===== src/rtl/cook_pkg.sv =====
// Shared definitions for the microwave cook-time controller: state codes,
// BCD digit sizing and the seconds-tens saturation helper.
package cook_pkg;

  localparam int DIGIT_W = 4;
  localparam int ENTRY_W = 3 * DIGIT_W;
  localparam logic [DIGIT_W-1:0] MAX_SEC_TENS = 4'd5;
  localparam logic [DIGIT_W-1:0] MAX_DIGIT = 4'd9;

  typedef enum logic [2:0] {
    S_IDLE  = 3'd0,
    S_SET   = 3'd1,
    S_LOAD  = 3'd2,
    S_COOK  = 3'd3,
    S_PAUSE = 3'd4,
    S_DONE  = 3'd5
  } state_t;

  // Keypad entry is free BCD; the seconds-tens counter is mod-6, so clamp it.
  function automatic logic [ENTRY_W-1:0] sat_time(input logic [ENTRY_W-1:0] e);
    logic [DIGIT_W-1:0] tens;
    tens = e[2*DIGIT_W-1:DIGIT_W];
    if (tens > MAX_SEC_TENS) tens = MAX_SEC_TENS;
    return {e[ENTRY_W-1:2*DIGIT_W], tens, e[DIGIT_W-1:0]};
  endfunction

endpackage


===== src/rtl/tick_prescaler.sv =====
// Divides clk down to the one-second count enable. Counts only while enabled,
// holds its value otherwise so a paused cook resumes mid-second.
module tick_prescaler #(
  parameter int TICK_DIV = 100
) (
  input  logic clk,
  input  logic clrn,
  input  logic clr,
  input  logic en,
  output logic tick
);

  localparam int PW = (TICK_DIV > 1) ? $clog2(TICK_DIV) : 1;
  localparam logic [PW-1:0] LAST = PW'(TICK_DIV - 1);

  logic [PW-1:0] count;

  assign tick = en && (count == LAST);

  always_ff @(posedge clk) begin
    if (!clrn || clr) begin
      count <= '0;
    end else if (en) begin
      if (count == LAST) count <= '0;
      else               count <= count + PW'(1);
    end
  end

endmodule


===== src/rtl/cook_sequencer.sv =====
// Microwave cook sequencer: keypad entry, timer-cascade load/clear, 1 Hz enable,
// and the cook/pause/done flow with door interlock and magnetron drive.
module cook_sequencer
  import cook_pkg::*;
#(
  parameter int TICK_DIV = 100
) (
  input  logic        clk,
  input  logic        clrn,
  input  logic        key_valid,
  input  logic [3:0]  key_digit,
  input  logic        start,
  input  logic        stop_clr,
  input  logic        door_closed,
  input  logic        all_zero,
  output logic [11:0] ld_data,
  output logic        cnt_loadn,
  output logic        cnt_clrn,
  output logic        cnt_en,
  output logic        mag_on,
  output logic        done,
  output logic [2:0]  state
);

  state_t             cur;
  logic [ENTRY_W-1:0] entry;
  logic [ENTRY_W-1:0] entry_shift;
  logic               key_ok;
  logic               armed;
  logic               door_prev;
  logic               door_fall;
  logic               presc_en;
  logic               presc_clr;
  logic               tick;

  assign key_ok      = key_valid && (key_digit <= MAX_DIGIT);
  assign entry_shift = {entry[2*DIGIT_W-1:0], key_digit};
  assign door_fall   = door_prev && !door_closed;
  assign presc_en    = (cur == S_COOK) && door_closed && !stop_clr;
  assign presc_clr   = (cur == S_LOAD);
  assign state       = cur;

  tick_prescaler #(
    .TICK_DIV(TICK_DIV)
  ) u_prescaler (
    .clk  (clk),
    .clrn (clrn),
    .clr  (presc_clr),
    .en   (presc_en),
    .tick (tick)
  );

  // Strobe-style outputs default inactive each cycle; branches below pulse them.
  always_ff @(posedge clk) begin
    if (!clrn) begin
      cur       <= S_IDLE;
      entry     <= '0;
      ld_data   <= '0;
      cnt_loadn <= 1'b1;
      cnt_clrn  <= 1'b0;
      cnt_en    <= 1'b0;
      mag_on    <= 1'b0;
      done      <= 1'b0;
      armed     <= 1'b0;
      door_prev <= 1'b0;
    end else begin
      cnt_loadn <= 1'b1;
      cnt_clrn  <= 1'b1;
      cnt_en    <= 1'b0;
      door_prev <= door_closed;

      case (cur)
        S_IDLE: begin
          if (key_ok) begin
            entry   <= entry_shift;
            ld_data <= sat_time(entry_shift);
            cur     <= S_SET;
          end
        end

        S_SET: begin
          if (stop_clr) begin
            entry   <= '0;
            ld_data <= '0;
            cur     <= S_IDLE;
          end else if (start && door_closed && (entry != '0)) begin
            cnt_loadn <= 1'b0;
            cur       <= S_LOAD;
          end else if (key_ok) begin
            entry   <= entry_shift;
            ld_data <= sat_time(entry_shift);
          end
        end

        S_LOAD: begin
          armed  <= 1'b0;
          mag_on <= 1'b1;
          cur    <= S_COOK;
        end

        // all_zero is stale on the first cycle after a load, hence the armed flag.
        S_COOK: begin
          if (!door_closed || stop_clr) begin
            mag_on <= 1'b0;
            cur    <= S_PAUSE;
          end else if (armed && all_zero) begin
            mag_on <= 1'b0;
            done   <= 1'b1;
            cur    <= S_DONE;
          end else begin
            armed  <= 1'b1;
            cnt_en <= tick;
          end
        end

        S_PAUSE: begin
          if (stop_clr) begin
            cnt_clrn <= 1'b0;
            entry    <= '0;
            ld_data  <= '0;
            cur      <= S_IDLE;
          end else if (start && door_closed) begin
            mag_on <= 1'b1;
            cur    <= S_COOK;
          end
        end

        S_DONE: begin
          if (key_ok || start || stop_clr || door_fall) begin
            done     <= 1'b0;
            cnt_clrn <= 1'b0;
            entry    <= '0;
            ld_data  <= '0;
            cur      <= S_IDLE;
          end
        end

        default: begin
          mag_on <= 1'b0;
          done   <= 1'b0;
          cur    <= S_IDLE;
        end
      endcase
    end
  end

endmodule


===== config.mk =====
export PLATFORM = sky130hd
export DESIGN_NAME = cook_sequencer
export DESIGN_NICKNAME = d
export VERILOG_FILES = /design/src/rtl/cook_pkg.sv /design/src/rtl/tick_prescaler.sv /design/src/rtl/cook_sequencer.sv
export SDC_FILE = /design/constraint.sdc
export NUM_CORES = 1
export LEC_CHECK = 0
export ABC_CLOCK_PERIOD_IN_PS = 3200
export CAP_MARGIN = 10
export CORE_ASPECT_RATIO = 1.4
export CORE_UTILIZATION = 43
export CTS_CLUSTER_SIZE = 40
export DETAILED_ROUTE_END_ITERATION = 16
export HOLD_SLACK_MARGIN = 0.02
export PLACE_DENSITY = 0.67
export SYNTH_ARGS = -nofsm -noshare
export SYNTH_HDL_FRONTEND = slang
export SYNTH_SLANG_ARGS = --single-unit
export TNS_END_PERCENT = 50

===== constraint.sdc =====
create_clock -name clk -period 3.2 [get_ports clk]
set_input_delay 0.8 -clock clk [delete_from_list [all_inputs] [get_ports clk]]
set_output_delay 0.8 -clock clk [all_outputs]
set_load 0.1 [all_outputs]

==> flow_summary.yaml <==
run_status:
  status: "finished clean"
logic_synthesis:
  postSynthAreaPerCell_sq_um: 9.51
  synth.distinct_cells: 46
  synth.most_common_cell: "dfxtp_1"
  synth_top_area_cell: "dfxtp_1"
  yosys-top-cells-count: "41 x dfxtp_1, 22 x nand2_1, 16 x a22o_1"
  ys.flop_type: "dfxtp_1"
  synth_compound_area_frac: 0.232
  synth_xor_xnor_area_share: 0.0347
  yosys.area.top_type_share: 0.464
  ys_ff_latch: 41
  synth.net_count: 198
  synth_edf_count: 0
  yosys_warnings: 0
  synthSimpleGateAreaFrac: 0.209
  synthMuxAreaShare: 0.00566
  ys_seq_area_frac: 0.464
  synth_top_family_by_area: "compound AO/OA/AOI/OAI gates"
  synthCells: 186
  yosys.area_share.adder: 0.00708
  synth_area_leaders: "dfxtp_1 46%, a22o_1 7.9%, nand2_1 4.7%, nor2_1 3.2%, nor4_1 2.5%"
  netlist_area_sq_um: 1770
  async_flop_share: 0
placement:
  gp_congestion: 0.839
  hpwl_mm: 2.88
  dpl.cell_count: 253
  io_buffers: 30
layout:
  final_cells: 261
  antenna_cells: 0
  drive_above_1_share: 0.183
  syn_to_final_growth_pct: 22.4
  final_nets: 229
sta:
  fmax_mhz: 357
  worst_pin_slew_ps: 748
  slew_headroom: 0.497
  finalCriticalPeriod_ps: 2800
  skew_ps: 9.06
  rsz0062_at_grt: "false"
  tns_ps: 0
  finalMaxSlewViolations: 0
  period_share: 0.876
  finalSetupViolCount: 0
  hold_viol_final: 0
clocking:
  clkLatencyLatePin_ps: 300
  htreeDepth: 2
  cts.hold.buffers_added: 0
  clock_sinks: 41
  clk_pin_slew_ps: 80
  cts_root_buf: "clkbuf_8"
  cts_resized: 0
  cts_max_path_buffers: 2
  cts_buffers: 5
  post_cts_buffers: 0
  tritoncts: "yes"
min_path:
  min_path_type: "flop to flop"
global_routing:
  grt_pass1_wl_mm: 6.83
  grt.total_usage: 0.200
  grt_max_degree: 22
  antenna_found_initial: 0
  overflow: 0
  grt_pass1_vias: 1443
drt:
  ant_nets: 0
  num_vias: 1492
  drc: 0
  drt-pass1-iter-count: 4
  avgRoutedWirePerCell_um: 15.3
  viasPerCell: 5.72
  routed_wl_mm: 3.98
  first_iter_violations: 64
floorplanning:
  core-area_sq_um: 3920
  die_area_sq_um: 4380
  die_w_um: 56.2
  initial_utilization: 0.451
  pin_count: 31
  rows: 27
  dieHeight_um: 77.9
setup_path:
  worstPathMaxFanout: 18
  path_class: "input pin to flop"
  crit_required_ps: 3390
  cp-start-kind: "input pin"
  arrival_ps: 2990
  setup.worst_path.end_class: "flop"
power:
  leakage_uw: 0.000870
  p_per_area_nw_per_um2: 528
  peakVddDrop_uv: 427
run:
  drv_cap: 0
==> worst max-delay path: stages <==
cell and delay (ps):
clkdlybuf4s50_1 560, or4b_4 570, a311oi_4 480, nor4_4 90, buf_4 210, a22o_2 260
==> path summary, 6_finish.rpt <==
kind                           startpoint                  endpoint  slack (ps)  cells past startpoint
setup / recovery                 stop_clr  ld_data[11]$_SDFFE_PN0P_         400                      6
hold reg to reg   ld_data[3]$_SDFFE_PN0P_   ld_data[3]$_SDFFE_PN0P_         450                      2
hold / removal    ld_data[3]$_SDFFE_PN0P_   ld_data[3]$_SDFFE_PN0P_         450                      2
setup reg to reg    entry[1]$_SDFFE_PN0P_  ld_data[11]$_SDFFE_PN0P_         870                      4
==> metrics by stage <==
step	utilization	cell area (sq um)	hold WS [ps]	worst slack, ps	total power [uW]
finish	0.552	2160	454	396	1140
global route	0.552	2160	494	350	1190
CTS	0.552	2160	457	440	1160
detailed placement	0.522	2040	443	123	716
global placement	0.522	2040	432	199	713
floorplan	-	1770	443	525	674
==> state kept, by name, indices dropped and copies added (netlist names) <==
| signal | cells |
|---|---|
| armed | 1 |
| door_prev | 1 |
| cnt_en | 1 |
| entry | 12 |
| u_prescaler.count | 7 |
| state | 3 |
| done | 1 |
| cnt_loadn | 1 |
| ld_data | 12 |
| cnt_clrn | 1 |
| mag_on | 1 |
==> routing by layer <==
metal  part of all wire  wire length (um)  GRT usage  vias to the layer above
met5                  0                 0          0                        -
met4              0.011                42     0.0927                        0
met3              0.048               193     0.0517                        6
met2               0.52              2070      0.333                       44
met1               0.42              1680      0.238                      698
li1                   -                 -          -                      744
==> final cells by class <==
type | instances | area, sq um
Clock buffer | 6 | 82.6
Clock inverter | 2 | 37.5
Multi-Input combinational cell | 129 | 863
Sequential cell | 41 | 821
Fill cell | 378 | 1750
Inverter | 5 | 18.8
Tap cell | 43 | 53.8
Timing Repair Buffer | 35 | 288
==> where the power goes <==
group	leakage (uW)	internal [uW]	switching, uW	total, uW
logic	0.000480	52.4	114	166
registers	0.000333	524	14.6	539
clock network	0.0000574	254	185	439
==> logic make-up (layout without fill, tap and decap cells) <==
group | Yosys count | in the layout
simple gates | 70 | 70
compound gates | 50 | 50
fa+ha+maj | 1 | 1
xor+xnor | 7 | 7
mux | 1 | 1
flops | 41 | 41
buf+inv | 16 | 48
==> cells in the final DEF (no fill, tap or decap), drive strengths merged, types with 2 or more instances in the layout <==
master,n
nor3b,2
nand2,22
nand3,3
clkbuf,6
nor4,8
a21oi,6
and2,4
buf,25
nor2,15
xor2,2
clkdlybuf4s50,10
o31ai,2
a31oi,2
xnor2,5
nand4,4
a21boi,3
inv,5
o21ai,7
a22o,17
dfxtp,41
nor3,5
No activity file was read; power rests on OpenSTA's default activity.
